===== src/rtl/tl_ul_pkg.sv =====
// Shared TileLink-UL opcodes, status codes and sequencer state encoding for the
// tile clock-gate sequencer.
package tl_ul_pkg;

  localparam logic [2:0] A_PUT_FULL_DATA   = 3'h0;
  localparam logic [2:0] A_GET             = 3'h4;
  localparam logic [2:0] D_ACCESS_ACK      = 3'h0;
  localparam logic [2:0] D_ACCESS_ACK_DATA = 3'h1;

  typedef enum logic [1:0] {
    RESP_OK       = 2'd0,
    RESP_MISMATCH = 2'd1,
    RESP_TIMEOUT  = 2'd2,
    RESP_PROTOCOL = 2'd3
  } resp_code_e;

  typedef enum logic [2:0] {
    ST_IDLE  = 3'd0,
    ST_PUT_A = 3'd1,
    ST_PUT_D = 3'd2,
    ST_GET_A = 3'd3,
    ST_GET_D = 3'd4,
    ST_RESP  = 3'd5
  } state_e;

  function automatic logic d_beat_ok(input logic [2:0]  opcode,
                                     input logic [10:0] source,
                                     input logic [2:0]  want_opcode,
                                     input logic [10:0] want_source);
    return (opcode == want_opcode) && (source == want_source);
  endfunction

endpackage


===== src/rtl/cg_timeout_counter.sv =====
// Saturating 8-bit wait counter; expired flags the idle cycle that reaches LIMIT.
module cg_timeout_counter #(
  parameter logic [7:0] LIMIT = 8'd255
) (
  input  logic clock,
  input  logic reset,
  input  logic clear,
  input  logic inc,
  output logic expired
);

  logic [7:0] count;

  always_ff @(posedge clock) begin
    if (reset || clear) begin
      count <= 8'd0;
    end else if (inc && (count != 8'hff)) begin
      count <= count + 8'd1;
    end
  end

  assign expired = inc && (count == (LIMIT - 8'd1));

endmodule


===== src/rtl/tile_clock_gate_sequencer.sv =====
// TL-UL initiator that writes the tile clock-gater enable bit, reads it back,
// retries on mismatch and reports one status per request.
module tile_clock_gate_sequencer
  import tl_ul_pkg::*;
#(
  parameter logic [20:0] BASE_ADDR      = 21'h000,
  parameter logic [10:0] SOURCE_ID      = 11'h000,
  parameter int unsigned TIMEOUT_CYCLES = 255,
  parameter int unsigned MAX_RETRIES    = 2
) (
  input  logic        clock,
  input  logic        reset,
  input  logic        req_valid,
  output logic        req_ready,
  input  logic        req_enable,
  output logic        resp_valid,
  input  logic        resp_ready,
  output logic [1:0]  resp_code,
  output logic        resp_state,
  output logic        busy,
  output logic        spurious_d,
  input  logic        auto_out_a_ready,
  output logic        auto_out_a_valid,
  output logic [2:0]  auto_out_a_bits_opcode,
  output logic [2:0]  auto_out_a_bits_param,
  output logic [1:0]  auto_out_a_bits_size,
  output logic [10:0] auto_out_a_bits_source,
  output logic [20:0] auto_out_a_bits_address,
  output logic [7:0]  auto_out_a_bits_mask,
  output logic [63:0] auto_out_a_bits_data,
  output logic        auto_out_a_bits_corrupt,
  output logic        auto_out_d_ready,
  input  logic        auto_out_d_valid,
  input  logic [2:0]  auto_out_d_bits_opcode,
  input  logic [1:0]  auto_out_d_bits_size,
  input  logic [10:0] auto_out_d_bits_source,
  input  logic [63:0] auto_out_d_bits_data
);

  localparam logic [1:0] MAX_RETRY_COUNT = 2'(MAX_RETRIES);
  localparam logic [7:0] TIMEOUT_LIMIT   = 8'(TIMEOUT_CYCLES);

  state_e     state;
  logic       enable_latched;
  logic       put_bit;
  logic [1:0] retries;
  logic [2:0] a_opcode;
  logic       a_fire;
  logic       d_fire;
  logic       waiting;
  logic       tmo_expired;
  logic       d_ok_put;
  logic       d_ok_get;
  logic       unused_d_bits;

  assign a_fire   = auto_out_a_valid && auto_out_a_ready;
  assign d_fire   = auto_out_d_valid;
  assign waiting  = (state == ST_PUT_D) || (state == ST_GET_D);
  assign d_ok_put = d_beat_ok(auto_out_d_bits_opcode, auto_out_d_bits_source, D_ACCESS_ACK, SOURCE_ID);
  assign d_ok_get = d_beat_ok(auto_out_d_bits_opcode, auto_out_d_bits_source, D_ACCESS_ACK_DATA, SOURCE_ID);

  assign auto_out_a_bits_opcode  = a_opcode;
  assign auto_out_a_bits_param   = 3'h0;
  assign auto_out_a_bits_size    = 2'd3;
  assign auto_out_a_bits_source  = SOURCE_ID;
  assign auto_out_a_bits_address = BASE_ADDR;
  assign auto_out_a_bits_mask    = 8'h01;
  assign auto_out_a_bits_data    = {63'h0, put_bit};
  assign auto_out_a_bits_corrupt = 1'b0;
  assign auto_out_d_ready        = 1'b1;
  assign unused_d_bits           = ^{auto_out_d_bits_size, auto_out_d_bits_data[63:1]};

  // The wait counter only runs while a D beat is owed; an A fire restarts it.
  cg_timeout_counter #(.LIMIT(TIMEOUT_LIMIT)) u_timeout (
    .clock   (clock),
    .reset   (reset),
    .clear   (a_fire),
    .inc     (waiting && !d_fire),
    .expired (tmo_expired)
  );

  always_ff @(posedge clock) begin
    if (reset) begin
      state            <= ST_IDLE;
      enable_latched   <= 1'b0;
      put_bit          <= 1'b0;
      retries          <= 2'd0;
      a_opcode         <= A_PUT_FULL_DATA;
      auto_out_a_valid <= 1'b0;
      req_ready        <= 1'b1;
      resp_valid       <= 1'b0;
      resp_code        <= RESP_OK;
      resp_state       <= 1'b0;
      busy             <= 1'b0;
      spurious_d       <= 1'b0;
    end else begin
      spurious_d <= d_fire && !waiting;
      case (state)
        ST_IDLE: begin
          if (req_valid) begin
            enable_latched   <= req_enable;
            put_bit          <= req_enable;
            retries          <= 2'd0;
            resp_state       <= 1'b0;
            a_opcode         <= A_PUT_FULL_DATA;
            auto_out_a_valid <= 1'b1;
            req_ready        <= 1'b0;
            busy             <= 1'b1;
            state            <= ST_PUT_A;
          end
        end
        ST_PUT_A, ST_GET_A: begin
          if (a_fire) begin
            auto_out_a_valid <= 1'b0;
            state            <= (state == ST_PUT_A) ? ST_PUT_D : ST_GET_D;
          end
        end
        ST_PUT_D: begin
          if (d_fire) begin
            if (d_ok_put) begin
              a_opcode         <= A_GET;
              put_bit          <= 1'b0;
              auto_out_a_valid <= 1'b1;
              state            <= ST_GET_A;
            end else begin
              resp_code  <= RESP_PROTOCOL;
              resp_valid <= 1'b1;
              state      <= ST_RESP;
            end
          end else if (tmo_expired) begin
            resp_code  <= RESP_TIMEOUT;
            resp_valid <= 1'b1;
            state      <= ST_RESP;
          end
        end
        ST_GET_D: begin
          if (d_fire) begin
            if (d_ok_get) begin
              resp_state <= auto_out_d_bits_data[0];
              if (auto_out_d_bits_data[0] == enable_latched) begin
                resp_code  <= RESP_OK;
                resp_valid <= 1'b1;
                state      <= ST_RESP;
              end else if (retries < MAX_RETRY_COUNT) begin
                retries          <= retries + 2'd1;
                a_opcode         <= A_PUT_FULL_DATA;
                put_bit          <= enable_latched;
                auto_out_a_valid <= 1'b1;
                state            <= ST_PUT_A;
              end else begin
                resp_code  <= RESP_MISMATCH;
                resp_valid <= 1'b1;
                state      <= ST_RESP;
              end
            end else begin
              resp_code  <= RESP_PROTOCOL;
              resp_valid <= 1'b1;
              state      <= ST_RESP;
            end
          end else if (tmo_expired) begin
            resp_code  <= RESP_TIMEOUT;
            resp_valid <= 1'b1;
            state      <= ST_RESP;
          end
        end
        ST_RESP: begin
          if (resp_ready) begin
            resp_valid <= 1'b0;
            busy       <= 1'b0;
            req_ready  <= 1'b1;
            state      <= ST_IDLE;
          end
        end
        default: begin
          auto_out_a_valid <= 1'b0;
          resp_valid       <= 1'b0;
          busy             <= 1'b0;
          req_ready        <= 1'b1;
          state            <= ST_IDLE;
        end
      endcase
    end
  end

endmodule

===== config.mk =====
export PLATFORM = sky130hd
export DESIGN_NAME = tile_clock_gate_sequencer
export DESIGN_NICKNAME = d
export VERILOG_FILES = /design/src/rtl/tl_ul_pkg.sv /design/src/rtl/cg_timeout_counter.sv /design/src/rtl/tile_clock_gate_sequencer.sv
export SDC_FILE = /design/constraint.sdc
export NUM_CORES = 1
export LEC_CHECK = 0
export CAP_MARGIN = 15
export CORE_MARGIN = 2
export CORE_UTILIZATION = 25
export CTS_BUF_LIST = sky130_fd_sc_hd__clkbuf_16
export CTS_CLUSTER_SIZE = 16
export DETAILED_ROUTE_END_ITERATION = 8
export PLACE_DENSITY = 0.69
export RECOVER_POWER = 25
export SLEW_MARGIN = 5
export SYNTH_ARGS = -nofsm -noshare
export SYNTH_HDL_FRONTEND = slang
export SYNTH_HIERARCHICAL = 1
export SYNTH_SLANG_ARGS = --single-unit

===== constraint.sdc =====
create_clock -name clock -period 4.1 [get_ports clock]
set_clock_uncertainty 0.15 [all_clocks]
set_input_delay 0.82 -clock clock [delete_from_list [all_inputs] [get_ports clock]]
set_output_delay 0.82 -clock clock [all_outputs]
set_load 0.05 [all_outputs]

==> impl_metrics.tcl, run 1 <==
set metrics [dict create \
    hold_path_end "put_bit" \
    drtAntennaViolNets 0 \
    reg2reg_to "resp_valid" \
    synth_edf_count 0 \
    clock-sinks 24 \
    irDropWorstVdd_uv 181 \
    cellPowerDensity_nw_per_um2 334 \
    synth_cell_types 53 \
    syn2layout_area_growth_pct 2.33 \
    drive_above_1_share_pct 5.43 \
    drt_wl_total_um 4000 \
    synthFlopType "dfxtp_1" \
    cp-start-kind "input pin" \
    synth_xor_area_share_pct 0.380 \
    numCtsBuffers 3 \
    maxCapViolations 0 \
    post_cts_buffers 0 \
    vias 1660 \
    static-leakage-power_nw 1.02 \
    yosysSeqAreaShare_pct 20.8 \
    die-area_um2 10000 \
    holdCritStartpoint "put_bit" \
    vias_per_cell 3.92 \
    cts_resized 0 \
    synth_top_family_by_area "buffers and inverters" \
    setup_viol 0 \
    worstSkewPairLatency_ns 0.26 \
    required_ns 4.12 \
    antenna_cells 0 \
    dp_hpwl_um 3260 \
    ys_warn_count 6 \
    grt_pass1_vias 1339 \
    pin_count 209 \
    wl_per_cell_um 9.44 \
    die_width_um 100 \
    syn_area_um2 2300 \
    rows 35 \
    r2r-start "state[2]" \
    grt_max_degree 22 \
    muxShareOfSynthArea_pct 1.74 \
    synth-async-reset-ratio_pct 0 \
    cts_buffer_depth 2 \
    clockRootBuffer "clkbuf_16" \
    drc 0 \
    htree_levels 1 \
    maxSlewHeadroom_pct 57.2 \
    grt_pass1_wl_um 6220 \
    arrival_ns 2.93 \
    period_needed_ns 2.92 \
    synth_simple_gate_area_share_pct 16.9 \
    crit_path_end_kind "flop" \
    finalHoldViolations 0 \
    hold_buffers 0 \
    nNetsFinal 404 \
    io_buffers 31 \
    synth_compound_area_share_pct 18.6 \
    antenna_found_initial 0 \
    ys_ff_latch 24 \
    worst_pin_slew_ns 0.640 \
    avgSynthCellArea_um2 8.00 \
    rrSetupSlack_ns 1.24 \
    grt_usage_pct 7.52 \
    synth_fa_ha_area_share_pct 1.09 \
    grt_remaining_overflow 0 \
    syn_inst 288 \
    design.core.area_um2 9110 \
    reg2reg_depth 9 \
    start_util_pct 25.3 \
    drtPass1Iterations 4 \
    setup_tns_ns 0 \
    worst_hold_path_type "reg -> reg" \
    rsz0062_at_grt "false" \
    cts_tree "built" \
    utilization_pct 25.9 \
    crit_type "in -> reg" \
    fp.dieH_um 100 \
    holdPathStages 2 \
    outcome "finished, final reports clean" \
    dr.first_iter.drc_count 54 \
    clk_pin_slew_ns 0.06 \
    drv_slew 0 \
    cp_max_fo 10 \
    fmax_mhz 343 \
    finalWeightedCongestion 0.854 \
    fin_crit_sh_pct 71.2 \
]
-- report_power, final --
part | total (W) | internal, W | switching (W)
clock | 0.000210 | 0.000129 | 0.0000811
sequential | 0.000251 | 0.000242 | 0.00000904
combinational | 0.000328 | 0.0000463 | 0.000281
-- cell type report --
cell class	instances	area [um^2]
Tap cell	111	139
Sequential cell	24	480
Timing Repair Buffer	32	318
Clock buffer	3	75.1
Multi-Input combinational cell	243	1310
Inverter	11	41.3
Fill cell	998	6750
-- placed cells by master, fill, tap and decap left out, types with 4 or more instances in the layout --
cell	Yosys	routed
a211oi_1	9	9
a21oi_1	14	14
a31oi_1	4	4
clkdlybuf4s50_1	0	29
conb_1	2	112
dfxtp_1	24	24
inv_1	11	11
mux2i_1	4	4
nand2_1	9	9
nand2b_1	6	6
nor2_1	17	17
nor3_1	4	4
o21ai_0	8	8
-- synthesized netlist by cell type (all sizes together), types with 2 or more instances --
cell / count / area share, %
or2: 4 / 1.1
ha: 2 / 1.1
nor2: 17 / 2.8
o22ai: 2 / 0.54
nor2b: 2 / 0.54
or3: 2 / 0.54
nand2: 9 / 1.5
nand4: 3 / 0.81
nor4: 4 / 1.6
nor3: 5 / 1.6
dfxtp: 24 / 21
and4: 3 / 1.4
buf: 116 / 38
conb: 2 / 0.33
a21oi: 14 / 3.0
a211oi: 10 / 3.8
inv: 11 / 1.8
o21ai: 9 / 2.0
o21a: 3 / 0.98
clkbuf: 4 / 0.65
nand3: 5 / 1.5
nand2b: 6 / 1.6
o31ai: 3 / 0.98
mux2i: 4 / 1.7
a31oi: 4 / 1.1
a21o: 2 / 0.65
-- critical path, cell delays in order --
cell,delay [ns]
clkdlybuf4s50_1,0.53
nor4b_1,0.36
and4_1,0.26
buf_4,0.18
a211oi_4,0.08
a2111o_1,0.44
a211oi_1,0.25
-- state kept, by name (all words and copies together), names as in the netlist --
| register | flops |
|---|---|
| busy | 1 |
| retries | 2 |
| put_bit | 1 |
| u_timeout/count | 8 |
| resp_valid | 1 |
| resp_state | 1 |
| auto_out_a_valid | 1 |
| resp_code | 2 |
| req_ready | 1 |
| spurious_d | 1 |
| auto_out_a_bits_opcode | 1 |
| state | 3 |
| enable_latched | 1 |
-- per-stage QoR --
step	setup WS [ns]	hold WS [ns]	cell area, um^2	std cells	power [W]
4_1_cts	1.25	0.311	2360	424	0.000797
3_3_place_gp	1.01	0.298	2290	421	0.000581
6_report	1.18	0.308	2360	424	0.000788
5_1_grt	0.965	0.360	2360	424	0.000824
3_5_place_dp	0.988	0.302	2290	421	0.000583
2_1_floorplan	1.74	0.284	2720	398	0.000624
-- kinds of logic after synthesis --
kind of cell / count (synthesis)
other cells: 2
flops: 24
compound gates: 59
xor+xnor: 1
simple gates: 65
mux: 4
fa+ha+maj: 2
buf+inv: 131
-- layer usage --
metal  share of wire (%)  GRT usage (%)  vias up
li1                    -              -      812
met1                  39           9.03      771
met2                  53           13.4       75
met3                 7.3           2.09        2
met4                0.60           1.58        0
met5                   0              0        -
-- worst max path at each step --
stage                         startpoint                        end  slack, ns
2_1_floorplan  auto_out_d_bits_opcode[1]  auto_out_a_bits_opcode[2]       1.74
3_3_place_gp            auto_out_d_valid  auto_out_a_bits_opcode[2]       1.01
3_5_place_dp            auto_out_d_valid                    put_bit       0.99
4_1_cts                 auto_out_d_valid                    put_bit       1.25
5_1_grt                 auto_out_d_valid                    put_bit       0.97
6_report                auto_out_d_valid                    put_bit       1.18
No activity file was read; power rests on OpenSTA's default activity.
==> run 2: changes to the inputs <==
==> constraint.sdc (replaced) <==
create_clock -name clock -period 2.8 [get_ports clock]
set_clock_uncertainty 0.15 [all_clocks]
set_input_delay 0.56 -clock clock [delete_from_list [all_inputs] [get_ports clock]]
set_output_delay 0.56 -clock clock [all_outputs]
set_load 0.05 [all_outputs]
==> run 2 against run 1 <==
Compared with the run above:
- total power rose by 48%
- wire length is 4.7% higher
- global-route usage increased by 0.50 points
- largest cell class unchanged
==> impl_metrics.tcl, run 2 (synthesized netlist as in run 1, its figures left out) <==
set metrics [dict create \
    period_needed_ns 2.46 \
    largest_reg_flops 8 \
    hold_buffers 0 \
    drive_above_1_share_pct 8.33 \
    static-leakage-power_nw 1.07 \
    cp-start-kind "input pin" \
    setup_tns_ns 0 \
    dr.first_iter.drc_count 68 \
    io_buffers 31 \
    grt_max_degree 15 \
    worst_pin_slew_ns 0.557 \
    drtAntennaViolNets 0 \
    vias 1715 \
    die_width_um 100 \
    vias_per_cell 3.94 \
    cts_tree "built" \
    outcome "finished, final reports clean" \
    final_common_cell "conb_1" \
    antenna_found_initial 0 \
    path_cells "clkdlybuf4s50_1 > nor4b_2 > and4_1 > a211oi_4 > a2111o_1 > a211oi_1" \
    grt_remaining_overflow 0 \
    mostFrequentLayoutCells "conb_1, clkdlybuf4s50_1, dfxtp_1" \
    grt_pass1_vias 1402 \
    wl_per_cell_um 9.63 \
    cts_buffer_depth 2 \
    drtPass1Iterations 4 \
    syn2layout_area_growth_pct 5.86 \
    rows 35 \
    required_ns 2.82 \
    cts_resized 0 \
    worst_hold_path_type "reg -> reg" \
    largest_register "u_timeout/count" \
    drv_slew 0 \
    antenna_cells 0 \
    power_w 0.00117 \
    drt_wl_total_um 4190 \
    worstSkewPairLatency_ns 0.26 \
    setup_viol 0 \
    fin_crit_sh_pct 87.7 \
    pin_count 209 \
    cellPowerDensity_nw_per_um2 480 \
    irDropWorstVdd_uv 353 \
    clock-sinks 24 \
    fillers 976 \
    post_cts_buffers 0 \
    slowest_delay_ns 0.52 \
    crit_path_end_kind "flop" \
    dp_slack_ns 0.0496 \
    utilization_pct 26.8 \
    clk_pin_slew_ns 0.06 \
    largestRegisters "u_timeout/count x8, state x3" \
    setup_slack_ns 0.345 \
    clockRootBuffer "clkbuf_16" \
    dp_hpwl_um 3490 \
    finalHoldViolations 0 \
    rsz0062_at_grt "false" \
    design.core.area_um2 9110 \
    fmax_mhz 407 \
    grt_usage_pct 8.01 \
    htree_levels 1 \
    cpMaxStageDelayCell "clkdlybuf4s50_1" \
    grt_pass1_wl_um 6520 \
    nNetsFinal 414 \
    cp_max_fo 3 \
    arrival_ns 2.48 \
    drc 0 \
    finalWeightedCongestion 0.836 \
    maxCapViolations 0 \
    crit_type "in -> reg" \
    maxSlewHeadroom_pct 62.6 \
    die-area_um2 10000 \
    numCtsBuffers 3 \
    fp.dieH_um 100 \
    holdWs_ns 0.309 \
    start_util_pct 25.3 \
]
## run 2: cell types whose count changed in the layout (fill, tap and decap cells not counted), sizes merged
cell,before,now
buf,1,10
clkbuf,3,4
clkdlybuf4s50,29,30
clkinv,0,1
dlygate4sd3,2,1
## run 2: final timing paths
path                                  startpoint    endpoint  slack (ns)  cells after the start
worst min register to register           put_bit     put_bit        0.31                      2
worst min-delay path                     put_bit     put_bit        0.31                      2
worst max register to register          state[1]  resp_valid        0.40                     10
worst max-delay path            auto_out_d_valid     put_bit        0.34                      6
## run 2: critical path, delay by kind of cell
family	cells	cell delay (ns)
buf+inv	1	0.52
compound gates	3	0.80
simple gates	2	0.60
## run 2: area by class of cell
type                            count  area, um^2  area share, %
Inverter                           11        41.3           1.69
Clock inverter                      1        3.75          0.154
Clock buffer                        3        75.1           3.08
Multi-Input combinational cell    243        1310           53.7
Sequential cell                    24         480           19.7
Tap cell                          111         139           5.69
Timing Repair Buffer               42         389           15.9
## run 2: through the flow
stage	instance area, um^2	instances
finish	2440	435
global route	2440	435
CTS	2440	435
detailed placement	2360	431
global placement	2360	431
floorplan	2720	398
## run 2: routing by layer
layer / track usage, % / routed length [um] / vias up
met3: 1.95 / 276 / 4
met4: 2.21 / 39 / 0
met5: 0 / 0 / -
met2: 14.7 / 2180 / 77
met1: 9.29 / 1690 / 794
li1: - / - / 840
## run 2: power by group
| part | total (W) | leakage [nW] | switching [W] | internal (W) |
|---|---|---|---|---|
| registers | 0.000362 | 0.195 | 0.00000826 | 0.000354 |
| logic | 0.000494 | 0.835 | 0.000420 | 0.0000738 |
| clock network | 0.000315 | 0.0385 | 0.000124 | 0.000191 |
| total | 0.00117 | 1.07 | 0.000552 | 0.000618 |
